===== src/rtl/fm_pkg.sv =====
// Shared types and helpers for the FM MPX DDS modulator.
package fm_pkg;

    // Transmit ramp states, exported directly on tx_state.
    typedef enum logic [1:0] {
        TxMuted    = 2'd0,
        TxRampUp   = 2'd1,
        TxActive   = 2'd2,
        TxRampDown = 2'd3
    } tx_state_e;

    // Ingest sequencer states.
    typedef enum logic {
        SEQ_IDLE = 1'b0,
        SEQ_ACC  = 1'b1
    } seq_state_e;

    // Offset-binary midscale 2^(width-1); subtracting it gives the signed sample.
    function automatic logic [31:0] midscale(input int unsigned width);
        return 32'd1 << (width - 1);
    endfunction

endpackage


===== src/rtl/fm_phase_acc.sv =====
// Phase-continuous DDS accumulator with exported phase slice and gated MSB.
module fm_phase_acc #(
    parameter int unsigned PHASE_W = 32,
    parameter int unsigned OUT_W   = 12
) (
    input  logic               clk_in,
    input  logic               rst_n,
    input  logic [PHASE_W-1:0] freq_word,
    input  logic               mute,
    output logic [OUT_W-1:0]   fm_wave,
    output logic               fm_bit
);

    logic [PHASE_W-1:0] phase_acc_q;

    // Free-running accumulator; only reset clears it, so retunes never break phase.
    always_ff @(posedge clk_in or negedge rst_n) begin
        if (!rst_n) begin
            phase_acc_q <= '0;
        end else begin
            phase_acc_q <= phase_acc_q + freq_word;
        end
    end

    assign fm_wave = phase_acc_q[PHASE_W-1 -: OUT_W];
    assign fm_bit  = phase_acc_q[PHASE_W-1] & ~mute;

endmodule


===== src/rtl/fm_mpx_dds_modulator.sv =====
// Multi-channel FM modulator: averages enabled ADC channels, applies a soft-mute
// ramp gain and retunes a phase-continuous DDS once per accepted frame.
module fm_mpx_dds_modulator
    import fm_pkg::*;
#(
    parameter int unsigned NUM_CH    = 2,
    parameter int unsigned IN_W      = 12,
    parameter int unsigned PHASE_W   = 32,
    parameter int unsigned OUT_W     = 12,
    parameter int unsigned RAMP_LOG2 = 8
) (
    input  logic                   clk_in,
    input  logic                   rst_n,
    input  logic                   s_valid,
    output logic                   s_ready,
    input  logic [NUM_CH*IN_W-1:0] s_data,
    input  logic [NUM_CH-1:0]      ch_enable,
    input  logic [PHASE_W-1:0]     center_fre,
    input  logic [PHASE_W-1:0]     move_fre,
    input  logic                   cfg_load,
    input  logic                   tx_en,
    output logic [OUT_W-1:0]       fm_wave,
    output logic                   fm_bit,
    output logic [1:0]             tx_state
);

    localparam int unsigned CH_LOG = $clog2(NUM_CH);
    localparam int unsigned SUM_W  = IN_W + CH_LOG;
    localparam int unsigned IDX_W  = (NUM_CH > 1) ? CH_LOG : 1;
    localparam int unsigned GAIN_W = RAMP_LOG2 + 1;

    localparam logic [GAIN_W-1:0] GAIN_MAX = GAIN_W'(1) << RAMP_LOG2;
    localparam logic [IDX_W-1:0]  LAST_CH  = IDX_W'(NUM_CH - 1);
    localparam logic [IN_W-1:0]   MID      = IN_W'(midscale(IN_W));

    logic                    rdy_en_q;
    seq_state_e              seq_q;
    logic [IDX_W-1:0]        ch_idx_q;
    logic [NUM_CH*IN_W-1:0]  frame_q;
    logic [NUM_CH-1:0]       mask_q;
    logic signed [SUM_W-1:0] sum_q;
    logic                    sum_done_q;
    logic [PHASE_W-1:0]      scaled_q;
    logic                    scale_done_q;
    logic [PHASE_W-1:0]      center_sh_q;
    logic [PHASE_W-1:0]      move_sh_q;
    logic [PHASE_W-1:0]      center_act_q;
    logic [PHASE_W-1:0]      move_act_q;
    logic [PHASE_W-1:0]      applied_q;
    logic [GAIN_W-1:0]       gain_q;
    tx_state_e               tx_state_q;

    logic                      accept;
    logic [IN_W-1:0]           ch_raw;
    logic signed [IN_W-1:0]    ch_val;
    logic signed [PHASE_W-1:0] sum_ext;
    logic signed [PHASE_W-1:0] avg;
    logic signed [PHASE_W-1:0] prod;
    logic signed [PHASE_W-1:0] scaled;
    logic [GAIN_W-1:0]         gain_up;
    logic [GAIN_W-1:0]         gain_dn;
    logic [PHASE_W-1:0]        freq_word;

    assign s_ready = rdy_en_q && (seq_q == SEQ_IDLE);
    assign accept  = s_valid && s_ready;
    assign gain_up = gain_q + GAIN_W'(1);
    assign gain_dn = gain_q - GAIN_W'(1);

    // Current channel as a signed sample; masked channels contribute zero.
    always_comb begin
        ch_raw = frame_q[ch_idx_q*IN_W +: IN_W];
        ch_val = mask_q[ch_idx_q] ? $signed(ch_raw - MID) : '0;
    end

    // Average (fixed divide by channel count) and ramp gain scaling, all at phase width.
    always_comb begin
        sum_ext = PHASE_W'(sum_q);
        avg     = sum_ext >>> CH_LOG;
        prod    = avg * $signed(PHASE_W'(gain_q));
        scaled  = prod >>> RAMP_LOG2;
    end

    // All three inputs change together on the frame update, so this behaves as a
    // registered frequency word.
    assign freq_word = center_act_q + applied_q * move_act_q;

    // s_ready stays low while in reset and rises on the first clock after release.
    always_ff @(posedge clk_in or negedge rst_n) begin
        if (!rst_n) begin
            rdy_en_q <= 1'b0;
        end else begin
            rdy_en_q <= 1'b1;
        end
    end

    // Ingest sequencer: latch the frame, then add one channel per clock.
    always_ff @(posedge clk_in or negedge rst_n) begin
        if (!rst_n) begin
            seq_q      <= SEQ_IDLE;
            ch_idx_q   <= '0;
            frame_q    <= '0;
            mask_q     <= '0;
            sum_q      <= '0;
            sum_done_q <= 1'b0;
        end else begin
            sum_done_q <= 1'b0;
            unique case (seq_q)
                SEQ_IDLE: begin
                    if (accept) begin
                        frame_q  <= s_data;
                        mask_q   <= ch_enable;
                        ch_idx_q <= '0;
                        seq_q    <= SEQ_ACC;
                    end
                end
                SEQ_ACC: begin
                    if (ch_idx_q == '0) begin
                        sum_q <= SUM_W'(ch_val);
                    end else begin
                        sum_q <= sum_q + SUM_W'(ch_val);
                    end
                    if (ch_idx_q == LAST_CH) begin
                        seq_q      <= SEQ_IDLE;
                        sum_done_q <= 1'b1;
                    end else begin
                        ch_idx_q <= ch_idx_q + IDX_W'(1);
                    end
                end
                default: seq_q <= SEQ_IDLE;
            endcase
        end
    end

    // Capture the scaled deviation one clock after the sum completes.
    always_ff @(posedge clk_in or negedge rst_n) begin
        if (!rst_n) begin
            scaled_q     <= '0;
            scale_done_q <= 1'b0;
        end else begin
            scale_done_q <= sum_done_q;
            if (sum_done_q) begin
                scaled_q <= scaled;
            end
        end
    end

    // Shadow configuration written by the host strobe.
    always_ff @(posedge clk_in or negedge rst_n) begin
        if (!rst_n) begin
            center_sh_q <= '0;
            move_sh_q   <= '0;
        end else if (cfg_load) begin
            center_sh_q <= center_fre;
            move_sh_q   <= move_fre;
        end
    end

    // Frame update: adopt shadow config and new deviation, step the ramp FSM.
    always_ff @(posedge clk_in or negedge rst_n) begin
        if (!rst_n) begin
            center_act_q <= '0;
            move_act_q   <= '0;
            applied_q    <= '0;
            gain_q       <= '0;
            tx_state_q   <= TxMuted;
        end else if (scale_done_q) begin
            center_act_q <= center_sh_q;
            move_act_q   <= move_sh_q;
            applied_q    <= scaled_q;
            unique case (tx_state_q)
                TxMuted: begin
                    if (tx_en) begin
                        gain_q     <= gain_up;
                        tx_state_q <= (gain_up == GAIN_MAX) ? TxActive : TxRampUp;
                    end
                end
                TxRampUp, TxRampDown: begin
                    if (tx_en) begin
                        gain_q     <= gain_up;
                        tx_state_q <= (gain_up == GAIN_MAX) ? TxActive : TxRampUp;
                    end else begin
                        gain_q     <= gain_dn;
                        tx_state_q <= (gain_dn == '0) ? TxMuted : TxRampDown;
                    end
                end
                TxActive: begin
                    if (!tx_en) begin
                        gain_q     <= gain_dn;
                        tx_state_q <= (gain_dn == '0) ? TxMuted : TxRampDown;
                    end
                end
                default: tx_state_q <= TxMuted;
            endcase
        end
    end

    assign tx_state = tx_state_q;

    fm_phase_acc #(
        .PHASE_W (PHASE_W),
        .OUT_W   (OUT_W)
    ) u_phase_acc (
        .clk_in    (clk_in),
        .rst_n     (rst_n),
        .freq_word (freq_word),
        .mute      (tx_state_q == TxMuted),
        .fm_wave   (fm_wave),
        .fm_bit    (fm_bit)
    );

endmodule

===== config.mk =====
export PLATFORM = sky130hd
export DESIGN_NAME = fm_mpx_dds_modulator
export DESIGN_NICKNAME = d
export VERILOG_FILES = /design/src/rtl/fm_pkg.sv /design/src/rtl/fm_phase_acc.sv /design/src/rtl/fm_mpx_dds_modulator.sv
export SDC_FILE = /design/constraint.sdc
export NUM_CORES = 2
export LEC_CHECK = 0
export ABC_AREA = 0
export BUFFER_PORTS_ARGS = -buffer_cell sky130_fd_sc_hd__clkbuf_2
export CORE_MARGIN = 4
export CORE_UTILIZATION = 52
export DETAILED_ROUTE_END_ITERATION = 6
export GPL_ROUTABILITY_DRIVEN = 0
export PLACE_DENSITY_LB_ADDON = 0.15
export SLEW_MARGIN = 20
export SYNTH_ARGS = -nofsm -noshare
export SYNTH_HDL_FRONTEND = slang
export SYNTH_SLANG_ARGS = --single-unit

===== constraint.sdc =====
create_clock -name clk_in -period 9 [get_ports clk_in]
set_input_delay 0.45 -clock clk_in [delete_from_list [all_inputs] [get_ports clk_in]]
set_output_delay 0.45 -clock clk_in [all_outputs]
set_load 0.02 [all_outputs]

# --- Yosys cells after proc, flatten, opt, wreduce, memory -nomap -nowiden ---
# Cells that the tools add are included.
word_totals:
  reg_bits: 243
  wordCells: 68
op_classes:
  addsub: 7
  n_mul: 3
  n_lt_le_gt_ge: 1
  eq_ne: 7
  shift: 1
  muxes: 22
  n_bitwise: 3
  reduce_logical: 7
op_table:
  columns: ["operator", "n"]
  rows:
  - ["adder 32 bit", 2]
  - ["multiplier 14 x 32 -> 32 bit", 1]
  - ["2-to-1 mux 9 bit", 3]
  - ["one-hot mux 9 bit (3 select lines)", 1]
  - ["indexed part select 24 x 6 -> 12 bit", 1]
  - ["multiplier 12 x 10 -> 22 bit", 1]
  - ["adder 13 x 12 -> 13 bit", 1]
  - ["2-to-1 mux 13 bit", 1]
  - ["2-to-1 mux 12 bit", 1]
  - ["subtractor 12 bit, second input constant", 1]
  - ["2-to-1 mux 2 bit", 5]
  - ["adder 9 x 1 -> 9 bit, second input constant", 1]
  - ["== test 9 bit, second input constant", 1]
  - ["zero test 9 bit", 1]
  - ["subtractor 9 x 1 -> 9 bit, second input constant", 1]
  - ["2-to-1 mux 1 bit", 8]
  - ["inequality test 2 bit, second input constant", 3]
  - ["one-hot mux 2 bit (3 select lines)", 1]
  - ["== test 2 bit, second input constant", 2]
  - ["one-hot mux 1 bit (2 select lines)", 2]
  - ["multiplier 1 x 2 -> 3 bit, second input constant", 1]
  - ["AND reduction 3 bit", 1]
  - ["== test 2 x 1 -> 1 bit, second input constant", 1]
  - ["logical AND 1 bit", 2]
  - ["7 further kinds", 8]

# --- Longest topological paths before layout ---
logic_depth:
  ltp_word: 6
  mapped_depth: 24
  mapped_depth_nobuf: 21

# --- By module ---
# Synthesis repeated with hierarchy kept, for this count alone.
unflattened:
  hier_cells: 2735
  area_unflattened_um2: 27193.6
by_module_without_submodules:
  columns: ["mod", "instances", "cells_per_inst", "area_each_um2", "seq_area_each_um2"]
  rows:
  - ["fm_mpx_dds_modulator", 1, 2452, 24571.1, 5280.1]
  - ["fm_phase_acc", 1, 283, 2622.5, 800.8]

# --- Worst setup path after synthesis ---
# OpenSTA, ideal clock, no wires.
synth_timing:
  kind: "register to register"
  startpoint: "register applied_q[5]"
  endpoint: "register u_phase_acc.phase_acc_q[30]"
  setup_time_ns: 0.126
  arrival_time_ns: 5.764
  setup_slack_ns: 3.110
  path_stages_with_launch: 24
  cell_sequence: "dfrtp_1 > clkbuf_1 > clkbuf_1 > nand2_1 > fa_1 > inv_1 > fa_1 > inv_1 > fa_1 > inv_1 > fa_1 > fa_1 > inv_1 > fa_1 > inv_1 > ha_1 > nand3_1 > nor3_1 > o31ai_1 > a211oi_1 > o21ai_1 > a31oi_1 > nor4_1 > a311o_1"
synth_via:
  elab_chain_len: 3
synth_rtl:
  columns: ["item", "line_no", "text"]
  rows:
  - ["start: declaration", "fm_mpx_dds_modulator.sv:49", "logic [PHASE_W-1:0] applied_q;"]
  - ["start signal: assignment", "fm_mpx_dds_modulator.sv:169", "applied_q <= scaled_q;"]
  - ["multiplier 14 x 32 -> 32 bit", "fm_mpx_dds_modulator.sv:85", "assign freq_word = center_act_q + applied_q * move_act_q;"]
  - ["adder 32 bit", "fm_mpx_dds_modulator.sv:85", null]
  - ["adder 32 bit", "fm_phase_acc.sv:21", "phase_acc_q <= phase_acc_q + freq_word;"]
  - ["end signal: assignment", "fm_phase_acc.sv:21", null]
  - ["end: declaration", "fm_phase_acc.sv:14", "logic [PHASE_W-1:0] phase_acc_q;"]
# Every way passes these cells.
# A chain may end at the register's enable or synchronous reset.

# --- Final worst setup path ---
layout_timing:
  startpoint: "register applied_q[0]"
  endpoint: "register u_phase_acc.phase_acc_q[29]"
# Same word-level chain as after synthesis.

==> impl_metrics.env <==
export IMPL_yosys_area_top_type="fa_1"
export IMPL_drv_cap=0
export IMPL_synth_cells=2620
export IMPL_synth_distinct_cells=64
export IMPL_synth_edff_count=0
export IMPL_worstMarginPinSlew_ns=1.10
export IMPL_holdCritStartpoint="move_fre[18]"
export IMPL_cts_buffers=30
export IMPL_drtAntennaViolNets=0
export IMPL_crit_reg2reg_capture="u_phase_acc.phase_acc_q[29]"
export IMPL_finalHoldViolCount=0
export IMPL_routed_wl_met2_um=31300
export IMPL_first_iter_violations=763
export IMPL_antenna_cells=0
export IMPL_ff2ff_path_depth=20
export IMPL_finalCriticalPeriod_ns=6.90
export IMPL_critPathCaptureType="flop"
export IMPL_grt_pass1_wl_um=105000
export IMPL_design_core_area_mm2=0.0503
export IMPL_start_util_pct=52.7
export IMPL_antenna_found_initial=0
export IMPL_cts_tree="yes"
export IMPL_status="complete, no violations"
export IMPL_synth_top_area_share_pct=32.2
export IMPL_holdPathStages=2
export IMPL_crit_fanout=22
export IMPL_port_buffers=110
export IMPL_dp_hpwl_um=48200
export IMPL_grt_setup_unrepaired="false"
export IMPL_regArea_mm2=0.00608
export IMPL_die_x_um=234
export IMPL_holdPathEnd="move_sh_q[18]"
export IMPL_synthesis_nets=3296
export IMPL_hp_class="input pin to flop"
export IMPL_htreeDepth=1
export IMPL_fin_nets=3326
export IMPL_clk_pin_slew_ns=0.07
export IMPL_crit_type="flop to flop"
export IMPL_startpoint_type="flop"
export IMPL_fmaxAchievable_mhz=145
export IMPL_grt_pass1_vias=19900
export IMPL_yosys_warnings=0
export IMPL_slew_headroom_pct=26.9
export IMPL_drive_gt1_share_pct=13.5
export IMPL_drt_met1_wl_um=26400
export IMPL_overflow=0
export IMPL_postCtsSetupBuffers=0
export IMPL_std_cell_rows=82
export IMPL_avgSynthCellArea_um2=10.1
export IMPL_grt_usage_pct=24.3
export IMPL_syn_area_mm2=0.0265
export IMPL_fill_cells=4467
export IMPL_ys_flop_type="dfrtp_1"
export IMPL_vias=17600
export IMPL_ys_ff_latch=243
export IMPL_drt_wl_total_um=62300
export IMPL_reg2reg_slack_ns=2.10
export IMPL_worstPathArrival_ns=7.41
export IMPL_dr_wl_met3_um=2730
export IMPL_maxSlewViolCount=0
export IMPL_finalSetupViolCount=0
export IMPL_netlist_top_cells_count="inv_1, fa_1, nand2_1"
export IMPL_cp_required_ns=9.51
export IMPL_multi_input_area_mm2=0.0178
export IMPL_synthTopCellsByArea="fa_1, dfrtp_1, inv_1"
export IMPL_seq_area_frac_synth_pct=23.0
export IMPL_top_layer="met4"
export IMPL_wire_per_inst_um=18.6
export IMPL_crit_start="applied_q[0]"
export IMPL_period_share_pct=76.7
export IMPL_cts_root_buf="clkbuf_16"
export IMPL_setup_tns_final_ns=0
export IMPL_clock_path_buffers=3
export IMPL_synthArstFlopShare_pct=100
export IMPL_die_area_mm2=0.0546
export IMPL_worstReg2RegStart="applied_q[0]"
export IMPL_skew_ns=0.0199
export IMPL_ios=111
export IMPL_cts_sinks=243
export IMPL_drt_drc_violations_left=0
export IMPL_area_growth_pct=7.92
export IMPL_clk_latency_ns=0.60
export IMPL_die_y_um=234
export IMPL_yosysMostFrequentCell="inv_1"
export IMPL_grt_start_max_net_pins=136
export IMPL_first_pass_iters=5
export IMPL_viasPerCell=5.26
[cell families after synthesis]
group / share of synthesized area (%)
DFF: 23.0
AOI/OAI and AO/OA: 5.15
muxes: 7.25
buffers and inverters: 9.89
and+or+nand+nor: 12.3
xor gates and xnor gates: 2.91
adders and majority gates: 39.5
other: 0.0142
[through the flow]
step                std cells  utilization (%)  worst slack, ns  instance area, um2  hold WS, ns
finish                   3344             56.8             2.10               28600       0.0857
global route             3344             56.8             1.73               28600       0.0687
CTS                      3344             56.8             2.12               28600       0.0493
detailed placement       3289             54.7             2.16               27500        0.465
global placement         3289             54.7             2.29               27500        0.463
floorplan                2620                -             3.11               26500        0.154
[layout make-up]
type / count / area share [%]
repair buffers: 127 / 2.47
multi-input cells: 1693 / 62.2
well taps: 672 / 2.94
clock buffers: 40 / 3.04
flip-flops and latches: 243 / 21.3
clock inverters: 14 / 0.723
inverters: 555 / 7.29
[how the worst max path moves through the flow]
stage / end / slack, ns / cells past startpoint
2_1_floorplan: u_phase_acc.phase_acc_q[30] / 3.11 / 23
3_5_place_dp: u_phase_acc.phase_acc_q[30] / 2.16 / 20
5_1_grt: u_phase_acc.phase_acc_q[30] / 1.73 / 20
3_3_place_gp: u_phase_acc.phase_acc_q[29] / 2.29 / 20
4_1_cts: u_phase_acc.phase_acc_q[30] / 2.12 / 20
6_report: u_phase_acc.phase_acc_q[29] / 2.10 / 20
[state kept, by name, summed over array words and instances (netlist names)]
register and cells:
gain_q 9, scaled_q 14, sum_done_q 1, frame_q 24, seq_q 1, scale_done_q 1, rdy_en_q 1, applied_q 14
center_sh_q 32, center_act_q 32, move_act_q 32, mask_q 2, move_sh_q 32, u_phase_acc.phase_acc_q 32, ch_idx_q 1, sum_q 13
tx_state 2
[what timing repair did]
item | CTS | global route
resized for setup | 0 | 0
hold endpoints to repair | 89 | 0
hold buffers | 1 | 0
[layout by cell type (no fill, tap or decap), types with 31 or more instances in the layout]
cell and n:
mux2_2 167, ha_1 155, o21ai_0 34, xnor2_1 62
and2_1 233, nand2_1 255, a21oi_1 46, clkbuf_16 31
nor2_1 75, clkbuf_2 108, inv_1 551, fa_1 426
dfrtp_1 242
[worst max-delay path: stages (launching register included)]
cell and delay (ns):
dfrtp_1 0.80, and2_1 0.40, fa_1 0.50, inv_1 0.05, fa_1 0.51, fa_1 0.52, inv_1 0.06, fa_1 0.49
fa_1 0.50, inv_1 0.05, fa_1 0.47, inv_1 0.04, ha_1 0.33, a21o_1 0.21, a21oi_1 0.25, a21oi_1 0.10
nor3_1 0.51, o21ai_1 0.30, o211ai_1 0.35, nor2b_1 0.22, xnor2_1 0.14
[metal layers]
metal  vias up  GRT usage (%)
li1       8018              -
met1      9090           32.0
met4         0           6.48
met5         -              0
met2       381           42.5
met3       112           3.29
Power is not shown: default switching activity piles up to over one toggle a cycle in this logic, so the estimate is an artifact.
